<file path="src/rtl/uart_pkg.sv">
// Shared constants and state encoding for the memory-mapped 8N1 UART.
package uart_pkg;

  localparam logic [31:0] UART_TXD_ADDR = 32'h4000_0018;
  localparam logic [31:0] UART_RXD_ADDR = 32'h4000_001C;
  localparam logic [31:0] UART_CON_ADDR = 32'h4000_0020;

  localparam int CON_TX_IRQ_EN  = 0;
  localparam int CON_RX_IRQ_EN  = 1;
  localparam int CON_TX_DONE    = 2;
  localparam int CON_RX_VALID   = 3;
  localparam int CON_TX_BUSY    = 4;
  localparam int CON_RX_OVERRUN = 5;

  typedef enum logic [1:0] {
    ST_IDLE  = 2'd0,
    ST_START = 2'd1,
    ST_DATA  = 2'd2,
    ST_STOP  = 2'd3
  } uart_state_e;

endpackage

</file>
<file path="src/rtl/uart_rx_core.sv">
// Receive path: 2-FF synchronizer, mid-bit sampling FSM and shift register.
// state    | meaning
// ST_IDLE  | waiting for a synchronized falling edge
// ST_START | half-bit wait, then confirm start bit is still low
// ST_DATA  | sample 8 data bits, LSB first, one per bit period
// ST_STOP  | sample stop bit; publish byte only if it is high
module uart_rx_core
  import uart_pkg::*;
#(
  parameter int BAUD_DIV = 5208
) (
  input  logic       clk,
  input  logic       reset,
  input  logic       uart_rx,
  output logic [7:0] rx_byte,
  output logic       rx_done
);

  localparam int CNT_W = $clog2(BAUD_DIV);
  localparam logic [CNT_W-1:0] CNT_FULL = CNT_W'(BAUD_DIV - 1);
  localparam logic [CNT_W-1:0] CNT_HALF = CNT_W'(BAUD_DIV / 2 - 1);

  logic             sync1_q, sync2_q, prev_q;
  uart_state_e      state_q;
  logic [CNT_W-1:0] cnt_q;
  logic [2:0]       bit_q;
  logic [7:0]       shift_q;
  logic [7:0]       rx_byte_q;
  logic             rx_done_q;

  always_ff @(posedge clk) begin
    if (!reset) begin
      sync1_q   <= 1'b1;
      sync2_q   <= 1'b1;
      prev_q    <= 1'b1;
      state_q   <= ST_IDLE;
      cnt_q     <= '0;
      bit_q     <= '0;
      shift_q   <= '0;
      rx_byte_q <= '0;
      rx_done_q <= 1'b0;
    end else begin
      sync1_q   <= uart_rx;
      sync2_q   <= sync1_q;
      prev_q    <= sync2_q;
      rx_done_q <= 1'b0;
      case (state_q)
        ST_IDLE: begin
          if (prev_q && !sync2_q) begin
            state_q <= ST_START;
            cnt_q   <= CNT_HALF;
          end
        end
        ST_START: begin
          if (cnt_q == '0) begin
            // A line that is high again at mid-start was a glitch
            state_q <= sync2_q ? ST_IDLE : ST_DATA;
            cnt_q   <= CNT_FULL;
            bit_q   <= '0;
          end else begin
            cnt_q <= cnt_q - 1'b1;
          end
        end
        ST_DATA: begin
          if (cnt_q == '0) begin
            shift_q <= {sync2_q, shift_q[7:1]};
            cnt_q   <= CNT_FULL;
            if (bit_q == 3'd7) state_q <= ST_STOP;
            else bit_q <= bit_q + 1'b1;
          end else begin
            cnt_q <= cnt_q - 1'b1;
          end
        end
        ST_STOP: begin
          if (cnt_q == '0) begin
            if (sync2_q) begin
              rx_byte_q <= shift_q;
              rx_done_q <= 1'b1;
            end
            state_q <= ST_IDLE;
          end else begin
            cnt_q <= cnt_q - 1'b1;
          end
        end
        default: state_q <= ST_IDLE;
      endcase
    end
  end

  assign rx_byte = rx_byte_q;
  assign rx_done = rx_done_q;

endmodule

</file>
<file path="src/rtl/uart_peripheral.sv">
// Bus-mapped UART: TXD/RXD/CON registers, transmit FSM and interrupt request.
// state    | meaning
// ST_IDLE  | line high, waiting for a TXD write
// ST_START | driving start bit (low)
// ST_DATA  | driving 8 data bits, LSB first
// ST_STOP  | driving stop bit (high); TX_DONE on completion
module uart_peripheral
  import uart_pkg::*;
#(
  parameter int BAUD_DIV = 5208
) (
  input  logic        clk,
  input  logic        reset,
  input  logic        rd,
  input  logic        wr,
  input  logic [31:0] addr,
  input  logic [31:0] wdata,
  output logic [31:0] rdata,
  input  logic        uart_rx,
  output logic        uart_tx,
  output logic        irqout
);

  localparam int CNT_W = $clog2(BAUD_DIV);
  localparam logic [CNT_W-1:0] CNT_FULL = CNT_W'(BAUD_DIV - 1);

  uart_state_e      tx_state_q;
  logic [CNT_W-1:0] tx_cnt_q;
  logic [2:0]       tx_bit_q;
  logic [7:0]       tx_shift_q, txd_q, rxd_q;
  logic             uart_tx_q, tx_done_q;
  logic [1:0]       con_q;
  logic             rx_valid_q, rx_valid_d, rx_ovr_q, rx_ovr_d;
  logic [7:0]       rx_byte;
  logic             rx_done, tx_busy;
  logic             txd_wr, con_wr, rxd_rd, con_rd;
  logic             unused_wdata;

  assign unused_wdata = ^wdata[31:8];
  assign tx_busy = (tx_state_q != ST_IDLE);
  assign txd_wr  = wr && (addr == UART_TXD_ADDR) && !tx_busy;
  assign con_wr  = wr && (addr == UART_CON_ADDR);
  assign rxd_rd  = rd && (addr == UART_RXD_ADDR);
  assign con_rd  = rd && (addr == UART_CON_ADDR);

  uart_rx_core #(.BAUD_DIV(BAUD_DIV)) u_rx (
    .clk     (clk),
    .reset   (reset),
    .uart_rx (uart_rx),
    .rx_byte (rx_byte),
    .rx_done (rx_done)
  );

  always_ff @(posedge clk) begin
    if (!reset) begin
      tx_state_q <= ST_IDLE;
      tx_cnt_q   <= '0;
      tx_bit_q   <= '0;
      tx_shift_q <= '0;
      txd_q      <= '0;
      uart_tx_q  <= 1'b1;
      tx_done_q  <= 1'b0;
    end else begin
      if (con_rd) tx_done_q <= 1'b0;
      case (tx_state_q)
        ST_IDLE: begin
          if (txd_wr) begin
            txd_q      <= wdata[7:0];
            tx_shift_q <= wdata[7:0];
            tx_state_q <= ST_START;
            tx_cnt_q   <= CNT_FULL;
            uart_tx_q  <= 1'b0;
            tx_done_q  <= 1'b0;
          end
        end
        ST_START: begin
          if (tx_cnt_q == '0) begin
            tx_state_q <= ST_DATA;
            tx_cnt_q   <= CNT_FULL;
            tx_bit_q   <= '0;
            uart_tx_q  <= tx_shift_q[0];
          end else begin
            tx_cnt_q <= tx_cnt_q - 1'b1;
          end
        end
        ST_DATA: begin
          if (tx_cnt_q == '0) begin
            tx_cnt_q <= CNT_FULL;
            if (tx_bit_q == 3'd7) begin
              tx_state_q <= ST_STOP;
              uart_tx_q  <= 1'b1;
            end else begin
              tx_bit_q   <= tx_bit_q + 1'b1;
              tx_shift_q <= tx_shift_q >> 1;
              uart_tx_q  <= tx_shift_q[1];
            end
          end else begin
            tx_cnt_q <= tx_cnt_q - 1'b1;
          end
        end
        ST_STOP: begin
          if (tx_cnt_q == '0) begin
            tx_state_q <= ST_IDLE;
            tx_done_q  <= 1'b1;
          end else begin
            tx_cnt_q <= tx_cnt_q - 1'b1;
          end
        end
        default: tx_state_q <= ST_IDLE;
      endcase
    end
  end

  // A byte landing on the same edge as an RXD read survives and is not an overrun
  always_comb begin
    rx_valid_d = rx_valid_q;
    rx_ovr_d   = rx_ovr_q;
    if (rxd_rd) begin
      rx_valid_d = 1'b0;
      rx_ovr_d   = 1'b0;
    end
    if (rx_done) begin
      rx_valid_d = 1'b1;
      if (rx_valid_q && !rxd_rd) rx_ovr_d = 1'b1;
    end
  end

  always_ff @(posedge clk) begin
    if (!reset) begin
      con_q      <= '0;
      rxd_q      <= '0;
      rx_valid_q <= 1'b0;
      rx_ovr_q   <= 1'b0;
    end else begin
      if (con_wr) con_q <= wdata[1:0];
      if (rx_done) rxd_q <= rx_byte;
      rx_valid_q <= rx_valid_d;
      rx_ovr_q   <= rx_ovr_d;
    end
  end

  always_comb begin
    rdata = '0;
    if (rd) begin
      case (addr)
        UART_TXD_ADDR: rdata = {24'b0, txd_q};
        UART_RXD_ADDR: rdata = {24'b0, rxd_q};
        UART_CON_ADDR: rdata = {26'b0, rx_ovr_q, tx_busy, rx_valid_q, tx_done_q, con_q};
        default:       rdata = '0;
      endcase
    end
  end

  assign uart_tx = uart_tx_q;
  assign irqout  = (tx_done_q & con_q[CON_TX_IRQ_EN]) | (rx_valid_q & con_q[CON_RX_IRQ_EN]);

endmodule

</file>
<file path="config.mk">
export PLATFORM = sky130hd
export DESIGN_NAME = uart_peripheral
export DESIGN_NICKNAME = d
export VERILOG_FILES = /design/src/rtl/uart_pkg.sv /design/src/rtl/uart_rx_core.sv /design/src/rtl/uart_peripheral.sv
export SDC_FILE = /design/constraint.sdc
export NUM_CORES = 1
export LEC_CHECK = 0
export BUFFER_PORTS_ARGS = -buffer_cell sky130_fd_sc_hd__buf_2
export CAP_MARGIN = 20
export CORE_UTILIZATION = 38
export CTS_BUF_LIST = sky130_fd_sc_hd__clkbuf_8
export CTS_CLUSTER_DIAMETER = 40
export DETAILED_ROUTE_END_ITERATION = 8
export PLACE_DENSITY_LB_ADDON = 0.05
export SLEW_MARGIN = 5
export SYNTH_ARGS = -nofsm -noshare
export SYNTH_HDL_FRONTEND = slang
export SYNTH_SLANG_ARGS = --single-unit
</file>
<file path="constraint.sdc">
create_clock -name clk -period 3 [get_ports clk]
set_clock_uncertainty 0.05 [all_clocks]
set_input_delay 0.6 -clock clk [delete_from_list [all_inputs] [get_ports clk]]
set_output_delay 0.6 -clock clk [all_outputs]
set_load 0.01 [all_outputs]
</file>
==> results of run 1 <==
layout by cell type (no fill, tap or decap), types with 16 or more instances in the layout:
| master | n |
|---|---|
| buf_2 | 54 |
| nand3_1 | 17 |
| nor2_1 | 69 |
| nand2_1 | 37 |
| dfxtp_1 | 86 |
| ha_1 | 16 |
| buf_4 | 17 |
| a21oi_1 | 44 |
| conb_1 | 24 |
| o21ai_0 | 17 |
| mux2i_1 | 43 |
sequential cells by signal (all words and copies together) (netlist names), 2 cells and up, named ones only:
name          flops
tx_cnt_q         13
u_rx.cnt_q       13
rxd_q             8
tx_shift_q        8
txd_q             8
u_rx.rx_byte      8
u_rx.shift_q      8
tx_bit_q          3
u_rx.bit_q        3
con_q             2
tx_state_q        2
area by class of cell:
cell class / count / area (um^2) / share of cell area (%)
sequential: 86 / 1720 / 33.2
multi-input combinational: 406 / 2620 / 50.5
timing repair buffer: 72 / 418 / 8.06
inverter: 16 / 60.1 / 1.16
clock inverter: 7 / 62.6 / 1.21
clock buffer: 9 / 124 / 2.39
tap: 143 / 179 / 3.45
critical path, stage by stage:
cell and delay, ns:
buf_2 0.09, nor4b_1 0.34, and4_1 0.28, nand3_1 0.24, a21o_1 0.27, nor2_1 0.13, buf_2 0.14
through the flow:
step | power, mW | util, % | worst slack, ns | cell area [um^2] | hold slack [ns]
2_1_floorplan | 1.64 | - | 0.222 | 4650 | 0.336
3_3_place_gp | 1.78 | 43.1 | 0.234 | 4990 | 0.341
3_5_place_dp | 1.78 | 43.1 | 0.218 | 4990 | 0.342
4_1_cts | 2.59 | 44.7 | 0.220 | 5170 | 0.329
5_1_grt | 2.70 | 44.8 | 0.00290 | 5180 | 0.334
6_report | 2.55 | 44.8 | 0.260 | 5180 | 0.350
how the worst max path moves through the flow:
stage | start | to | slack, ns | cells past startpoint
floorplan | addr[13] | rdata[4] | 0.22 | 5
global placement | addr[13] | rdata[4] | 0.23 | 8
detailed placement | addr[13] | rdata[3] | 0.22 | 7
CTS | addr[13] | rdata[4] | 0.22 | 8
global route | addr[27] | rdata[4] | 0.003 | 8
finish | addr[13] | rdata[3] | 0.26 | 7
cells by family (layout without fill, tap and decap cells):
kind of cell / after synthesis / count (layout)
and+or+nand+nor: 199 / 199
buffers and inverters: 65 / 104
muxes: 43 / 43
other: 1 / 24
DFF: 86 / 86
adders and majority gates: 16 / 16
AOI/OAI and AO/OA: 124 / 124
power by group:
group          switching (mW)  internal [mW]
Combinational           0.342          0.197
Sequential             0.0416           1.17
Clock                   0.477          0.320
Total                   0.861           1.69
per-layer routing:
metal | wire [um] | vias to the layer above | share of wire [%] | GRT usage [%]
li1 | - | 2023 | - | -
met1 | 5360 | 1866 | 50 | 24.1
met2 | 4950 | 68 | 46 | 29.6
met3 | 333 | 11 | 3.1 | 2.94
met4 | 165 | 0 | 1.5 | 7.03
met5 | 0 | - | 0 | 0
synth_stat cells, drive strengths merged (13+ instances only):
library cell	instances
nor3	13
buf	27
nor2	69
nand3	17
inv	16
a21oi	44
nand2	37
mux2i	43
clkbuf	22
o21ai	17
dfxtp	86
ha	16
==> summary.txt, run 1 <==
TritonCTS buffer count: 9
P per Cell Area: 492 nW/um^2
Final hold violation count: 0
Detailed-route via count: 3,968
Layout cells sized above 1: 17.8%
First-pass DRT Iterations: 7
Syn-to-layout area delta: 13.5%
Crit end category: output pin
Die width: 112 um
Fin nets: 676
IO Pins: 103
First-pass GRT wire length: 18,200 um
Worst hold path depth: 2
Total grt overflow: 0
Final worst path period need: 2.74 ns
Post-synthesis sequential area ratio: 37.7%
Critical path class: in2out
Reg2Reg Setup Slack: 0.37 ns
Hold Startpoint: uart_rx
Run status: finished, violations left
Die area: 12,500 um^2
Rows: 39
Startpoint Class: input pin
Synthesized flop and latch total: 86
RR Startpoint: u_rx.cnt_q[0]
Clock Latency Late Sink: 0.38 ns
Placer Congestion: 0.777
Compound-Gate Fraction of Synth Area: 18.7%
Cells on worst reg2reg path: 7
RSZ-0062 raised after global routing: no
Fillers: 1,202
DRT Wirelength: 10,800 um
Diode count: 0
Post-DP HPWL: 7790 um
DR iter-0 viols: 207
Dominant cell type by area after synthesis: dfxtp_1
Area fraction of the dominant cell type after synthesis: 37.7%
Multiplexer area fraction after synthesis: 9.42%
Worst-path maximum fanout: 7
DR WL/cell: 14.6 um
Post-Syn Area per Cell: 8.55 um^2
Slew headroom: 40.4%
Synth Instances: 534
Vias/cell: 5.37
CTS tree: built
Final period util: 91.3%
Synth warn: 0
HP Class: in2reg
CTS H-Tree Depth: 3
CTS max path bufs: 2
Crit path DAT: 2.09 ns
Fmax: 0.365 GHz
Netlist Area Pre-Place: 4570 um^2
Hold EP: u_rx.sync1_q
Slew Limit Fails: 0
CTS Root Cell: clkbuf_8
Initial antenna violation count: 0
Simple-Gate Fraction of Synth Area: 22.4%
Placed cells: 723
Yosys cell types: 63
Xor/xnor share of the synthesized area: 0%
Asr flop ratio synth: 0%
Failing checks: design-rule violations
Final setup fails: 0
Die span in y: 112 um
Number of buffers added on ports: 54
Worst slew pin tran: 0.895 ns
Core Area: 11,600 um^2
Clock sinks: 86
Largest net degree at the start of global routing: 37
Worst EP required: 2.35 ns
Gr usage total: 18.2%
Initial Utilization: 39.5%
Max IR drop VDD: 0.000237 V
Ys flop type: dfxtp_1
Post-synth EDFFs: 0
# resized after CTS: 0
Routed Antenna Nets: 0
Synth top area cells: dfxtp_1 (38%), mux2i_1 (9.4%), nor2_1 (5.7%), a21oi_1 (4.8%), ha_1 (4.4%)
Vias in the first global route: 3,787
Max-cap violation count: 0
Largest family of logic cells by synthesized area: simple AND/OR/NAND/NOR gates
Hold buffers post-CTS: 0
Drt drc: 9
Post-synthesis adder-cell area fraction: 4.38%
Total Neg Setup Slack: 0 ns
Leak pwr: 2.12 nW
Fin cells: 739
Post-CTS Setup Bufs: 0
Worst-path clk slew: 0.09 ns
No activity file was read; power rests on OpenSTA's default activity.
==> inputs of run 2 (changes only) <==
Settings changed: CORE_UTILIZATION 38 to 47.
==> run 2 against run 1 <==
Net effect:
- the flow now finishes without violations
- sequential power about the same
- sequential cell count unchanged
- final area down 0.68%
- first-iteration DRC count down 34%
- clock power down 0.5%
- clock-buffer cell count unchanged
- final cell count down 2.2%
- critical path depth up 1
- non-clock buffer count down 2
- wire length down 5.6%
- combinational power down 0.7%
- power down 0.32%
- largest power group unchanged
==> summary.txt, run 2 (synthesis gave the netlist of run 1 again) <==
Run status: finished clean
Slowest Stage Delay on Critical Path: 0.35 ns (about the same)
Crit end category: output pin
Rows: 35 (-10%)
First-pass GRT wire length: 16,700 um (-8.2%)
Cells on worst reg2reg path: 7 (unchanged)
Final worst path period need: 2.72 ns (-0.0168 ns)
Final Worst Setup Slack: 0.277 ns (+0.0168 ns)
Detailed-route via count: 3,981 (+0.33%)
Crit-path leading delay family: simple AND/OR/NAND/NOR gates
Switching part of the total: 33.2% (-0.49 points)
Die span in y: 101 um (-9.9%)
Registers with the most flip-flops: tx_cnt_q x13, u_rx.cnt_q x13
Hold EP: u_rx.sync1_q
First-pass DRT Iterations: 5 (-2)
Worst-path clk slew: 0.10 ns (about the same)
Post-CTS Setup Bufs: 0 (unchanged)
Seq pwr share: 47.8% (+0.2 points)
Worst EP required: 2.35 ns (about the same)
Total grt overflow: 0 (unchanged)
Fin cells: 723 (-2.2%)
Most common cell after layout, fill and taps aside: dfxtp_1
Worst slew pin tran: 0.822 ns (-0.0731 ns)
Fin nets: 674 (-0.30%)
Startpoint Class: input pin
Crit path depth: 8 (+1)
Crit path from: addr[13]
Setup Slack @ Placement: 0.271 ns (+0.0524 ns)
Slew Limit Fails: 0 (unchanged)
Vias in the first global route: 3,517 (-7.1%)
Worst hold path depth: 2 (unchanged)
Post-DP HPWL: 7310 um (-6.1%)
Reg2Reg Setup Slack: 0.37 ns (about the same)
Clock Power Share: 31.2% (about the same)
Die width: 101 um (-9.9%)
Most frequent cells in the layout: dfxtp_1 (86), nor2_1 (69), buf_2 (54)
Syn-to-layout area delta: 12.7%
Post-route cell area: 5150 um^2 (-0.68%)
Number of buffers added on ports: 54 (unchanged)
Initial Utilization: 49.0% (+9.5 points)
Slew headroom: 45.2% (+4.9 points)
Die area: 10,100 um^2 (-19%)
Final setup fails: 0 (unchanged)
Max IR drop VDD: 0.000371 V (+57%)
# resized after CTS: 0 (unchanged)
TritonCTS buffer count: 9 (unchanged)
Worst-path maximum fanout: 5 (-2)
Core Area: 9330 um^2 (-19%)
Clock sinks: 86 (unchanged)
DR WL/cell: 14.1 um (-3.5%)
Total Neg Setup Slack: 0 ns (unchanged)
Placer Congestion: 0.829 (+6.7%)
Hold Startpoint: uart_rx
RR Startpoint: u_rx.cnt_q[0]
Leak pwr: 2.11 nW (-0.55%)
CTS Root Cell: clkbuf_8
Power Internal: 1.70 mW (+0.41%)
Placed cells: 707 (-2.2%)
Max-cap violation count: 0 (unchanged)
Layout cells sized above 1: 17.2% (-0.61 points)
Drt drc: 0 (-9)
Largest net degree at the start of global routing: 37 (unchanged)
Diode count: 0 (unchanged)
P per Cell Area: 494 nW/um^2 (+0.36%)
Gate power share: 21.0% (about the same)
DRT Wirelength: 10,200 um (-5.6%)
Crit path DAT: 2.07 ns (-0.02 ns)
CTS H-Tree Depth: 3 (unchanged)
CTS max path bufs: 2 (unchanged)
Fmax: 0.367 GHz (+0.62%)
CTS tree: built
Post-DP Area: 4950 um^2 (-0.65%)
Hold buffers post-CTS: 0 (unchanged)
IO Pins: 103 (unchanged)
RSZ-0062 raised after global routing: no
Vias/cell: 5.51 (+2.5%)
Worst path bufs/invs: 3 (+1)
Clock Latency Late Sink: 0.35 ns (-0.03 ns)
Switching pwr: 0.845 mW (-1.8%)
Routed Antenna Nets: 0 (unchanged)
Crit-path cells: buf_2 -> nor4b_1 -> nand4_1 -> nor4b_1 -> buf_4 -> a222oi_1 -> nor2_1 -> buf_2
Gr usage total: 20.7% (+2.5 points)
Final period util: 90.8% (-0.56 points)
Critical path class: in2out
DR iter-0 viols: 137 (-34%)
Initial antenna violation count: 0 (unchanged)
Final hold violation count: 0 (unchanged)
HP Class: in2reg
Worst path slowest cell: nor4b_1
## run 2: cell types whose count changed in the layout (fill, tap and decap cells not counted), moves of 2 or more
| cell | previous run | this run |
|---|---|---|
| buf_4 | 17 | 15 |
| clkinv_4 | 2 | 0 |
| nor4_1 | 9 | 11 |
| nor4_2 | 2 | 0 |
## run 2: how the worst max path moves through the flow
| stage | slack, ns | end |
|---|---|---|
| after CTS | 0.25 | rdata[4] |
| after global placement | 0.29 | rdata[4] |
| final | 0.28 | rdata[4] |
| after floorplan | 0.22 | rdata[4] |
| after detailed placement | 0.27 | rdata[4] |
| after global routing | 0.06 | rdata[4] |
## run 2: layer usage
| metal | part of all wire (%) | global-route usage, % | routed length [um] |
|---|---|---|---|
| met1 | 48 | 27.2 | 4860 |
| met2 | 48 | 34.7 | 4900 |
| met3 | 3.5 | 3.61 | 362 |
| met4 | 0.76 | 6.35 | 78 |
| met5 | 0 | 0 | 0 |
## run 2: worst reg2reg max path, cell delays in order, from the launching register on
cell and delay, ns:
dfxtp_1 0.34, inv_1 0.07, ha_1 0.23, or4b_1 0.57
nor4_4 0.47, a21oi_1 0.17, or4b_1 0.53, a21oi_1 0.14
## run 2: layout make-up
cell class	instances	area, um^2
fillers	899	4180
multi-input cells	406	2610
flip-flops and latches	86	1720
repair buffers	70	403
well taps	129	161
clock buffers	9	124
clock inverters	7	72.6
inverters	16	60.1
## run 2: per-stage QoR
step	total power, mW	hold WS (ns)	utilization (%)
floorplan	1.64	0.336	-
global placement	1.77	0.349	53.1
detailed placement	1.77	0.346	53.1
CTS	2.57	0.355	55.2
global route	2.69	0.363	55.2
finish	2.54	0.369	55.2
## run 2: power groups by stage
stage          Combinational [mW]  Clock [mW]  Sequential (mW)
2_1_floorplan               0.406           0             1.23
3_3_place_gp                0.527           0             1.24
3_5_place_dp                0.529           0             1.24
4_1_cts                     0.533       0.820             1.22
5_1_grt                     0.599       0.870             1.22
6_report                    0.535       0.793             1.22
==> inputs of run 3 (changes only) <==
Settings changed: ABC_AREA from default to 1.
==> run 3 against run 2 <==
Net effect:
- sequential power rose by 30%
- via count rose by 10%
- clock power rose by 17%
- clock-buffer cell count did not move
- critical path type unchanged
- highest routed layer unchanged
- worst hold slack improved by 0.0089 ns
- non-clock buffer count fell by 14
- fmax fell by 0.31%
- critical endpoint is now rdata[6]
==> summary.txt, run 3 <==
Run status: finished clean
Synth warn: 0 (unchanged)
CTS Root Cell: clkbuf_8
Synthesized flop and latch total: 86 (unchanged)
Crit path DAT: 2.08 ns (about the same)
Initial antenna violation count: 0 (unchanged)
Post-synthesis sequential area ratio: 35.6% (-2.1 points)
Post-DP HPWL: 7350 um (+0.60%)
Final worst path period need: 2.73 ns (+0.00843 ns)
Yosys cell types: 40 (-37%)
Syn-to-layout area delta: 10.1%
Gr usage total: 19.3% (-1.4 points)
Dominant cell type by area after synthesis: dfxtp_1
CTS H-Tree Depth: 3 (unchanged)
CTS max path bufs: 2 (unchanged)
Detailed-route via count: 4,378 (+10%)
Routed Antenna Nets: 0 (unchanged)
Asr flop ratio synth: 0% (unchanged)
Fin nets: 852 (+26%)
Post-synth EDFFs: 0 (unchanged)
Clock Latency Late Sink: 0.35 ns (about the same)
Setup Slack @ Placement: 0.298 ns (+0.0273 ns)
Max IR drop VDD: 0.000429 V (+16%)
Multi-input gate area: 2540 um^2 (-2.6%)
Worst-path maximum fanout: 8 (+3)
IO Pins: 103 (unchanged)
Crit end category: output pin
DR iter-0 viols: 177 (+29%)
P per Cell Area: 929 nW/um^2 (+88%)
Worst hold path depth: 2 (unchanged)
Startpoint Class: input pin
Post-Syn Area per Cell: 6.73 um^2 (-21%)
Diode count: 0 (unchanged)
First-pass DRT Iterations: 5 (unchanged)
Registers with the most flip-flops: tx_cnt_q x13, u_rx.cnt_q x13
Slew headroom: 52.9% (+7.7 points)
Layout cells sized above 1: 13.3% (-3.8 points)
HP Class: in2reg
Ys flop type: dfxtp_1
Netlist Area Pre-Place: 4840 um^2 (+6.0%)
Initial Utilization: 49.1% (+0.11 points)
Vias/cell: 4.84 (-12%)
Core Area: 9860 um^2 (+5.8%)
Final setup fails: 0 (unchanged)
Top-count cell post-synth: nand2_1
Total Neg Setup Slack: 0 ns (unchanged)
Slew Limit Fails: 0 (unchanged)
# resized after CTS: 0 (unchanged)
Final Worst Setup Slack: 0.268 ns (-0.00843 ns)
Vias in the first global route: 4,057 (+15%)
Die area: 10,700 um^2 (+5.9%)
Synth Instances: 720 (+35%)
Placer Congestion: 0.837 (+1.0%)
DRT Wirelength: 10,100 um (-1.0%)
Number of buffers added on ports: 54 (unchanged)
Most common cell after layout, fill and taps aside: nand2_1
First-pass GRT wire length: 17,500 um (+4.6%)
Max-cap violation count: 0 (unchanged)
Critical path class: in2out
Fmax: 0.366 GHz (-0.31%)
Clock sinks: 86 (unchanged)
TritonCTS buffer count: 9 (unchanged)
Largest net degree at the start of global routing: 65 (+76%)
Hold buffers post-CTS: 0 (unchanged)
Overall power: 4.95 mW (+95%)
DR WL/cell: 11.2 um (-21%)
Die width: 104 um (+2.9%)
Post-CTS Setup Bufs: 0 (unchanged)
RSZ-0062 raised after global routing: no
Die span in y: 104 um (+2.9%)
Fin util: 54.0% (-1.2 points)
CTS tree: built
Cells on worst reg2reg path: 8 (+1)
Rows: 36 (+2.9%)
Area fraction of the dominant cell type after synthesis: 35.6% (-2.1 points)
Final period util: 91.1% (+0.28 points)
Fin cells: 905 (+25%)
Fillers: 1,008 (+12%)
Commonest cells in the netlist: nand2_1 (140), nor2_1 (112), inv_1 (96)
Total grt overflow: 0 (unchanged)
Register area: 1720 um^2 (unchanged)
Leak pwr: 2.62 nW (+24%)
Synth top area cells: dfxtp_1 (36%), nand2_1 (11%), nor2_1 (8.7%), inv_1 (7.4%), a21oi_1 (7.0%)
Placed cells: 889 (+26%)
Final hold violation count: 0 (unchanged)
Worst EP required: 2.35 ns (about the same)
Most frequent cells in the layout: nand2_1 (140), nor2_1 (112), inv_1 (96)
Worst slew pin tran: 0.706 ns (-0.116 ns)
Worst-path clk slew: 0.09 ns (about the same)
Drt drc: 0 (unchanged)
run 3: cell count changes after synthesis, sizes merged, moves of 18 or more:
cell   previous run  this run
mux2i            43         0
a21oi            44        68
o21ai            17        51
nand3            17        35
inv              16       102
nand2            37       149
nor2             69       120
run 3: stage by stage:
stage	hold slack [ns]	cell area (um^2)
global placement	0.349	5100
finish	0.377	5330
detailed placement	0.351	5100
CTS	0.360	5330
floorplan	0.343	4930
global route	0.373	5330
run 3: layout make-up:
| class | instances | area share [%] |
|---|---|---|
| Sequential cell | 86 | 32.3 |
| Multi-Input combinational cell | 511 | 47.6 |
| Tap cell | 133 | 3.12 |
| Inverter | 103 | 7.28 |
| Clock inverter | 7 | 1.97 |
| Clock buffer | 9 | 2.32 |
| Timing Repair Buffer | 56 | 5.35 |
run 3: power breakdown:
part	internal, mW	switching (mW)
Clock	0.481	0.447
Sequential	1.40	0.189
Combinational	0.811	1.62
Total	2.69	2.26
run 3: worst paths after layout:
kind	slack (ns)	startpoint	end
worst max-delay path	0.27	addr[8]	rdata[6]
worst min-delay path	0.38	uart_rx	u_rx.sync1_q
worst max register to register	0.88	tx_state_q[0]	tx_bit_q[2]
worst min register to register	0.38	u_rx.sync1_q	u_rx.sync2_q
run 3: logic make-up after synthesis:
family | count (synthesis) | synth area share, %
xor gates and xnor gates | 10 | 1.81
DFF | 86 | 35.6
and+or+nand+nor | 327 | 30.2
adders and majority gates | 16 | 4.13
other | 1 | 0.0774
buffers and inverters | 146 | 13.8
AOI/OAI and AO/OA | 134 | 14.4
run 3: critical path, stage by stage:
cell and delay [ns]:
buf_2 0.09, inv_1 0.04, nand2_1 0.04, nor2_1 0.10, nand2_1 0.11, nor2_1 0.21, nand2_1 0.19, nand3_1 0.13
nand2_1 0.18, a21oi_1 0.22, buf_2 0.16
run 3: routing by layer:
| metal | global-route usage [%] | share of wire, % | vias to the layer above |
|---|---|---|---|
| met4 | 5.49 | 1.2 | 0 |
| met5 | 0 | 0 | - |
| met3 | 2.96 | 3.5 | 10 |
| li1 | - | - | 2324 |
| met1 | 23.8 | 47 | 1962 |
| met2 | 34.8 | 48 | 82 |
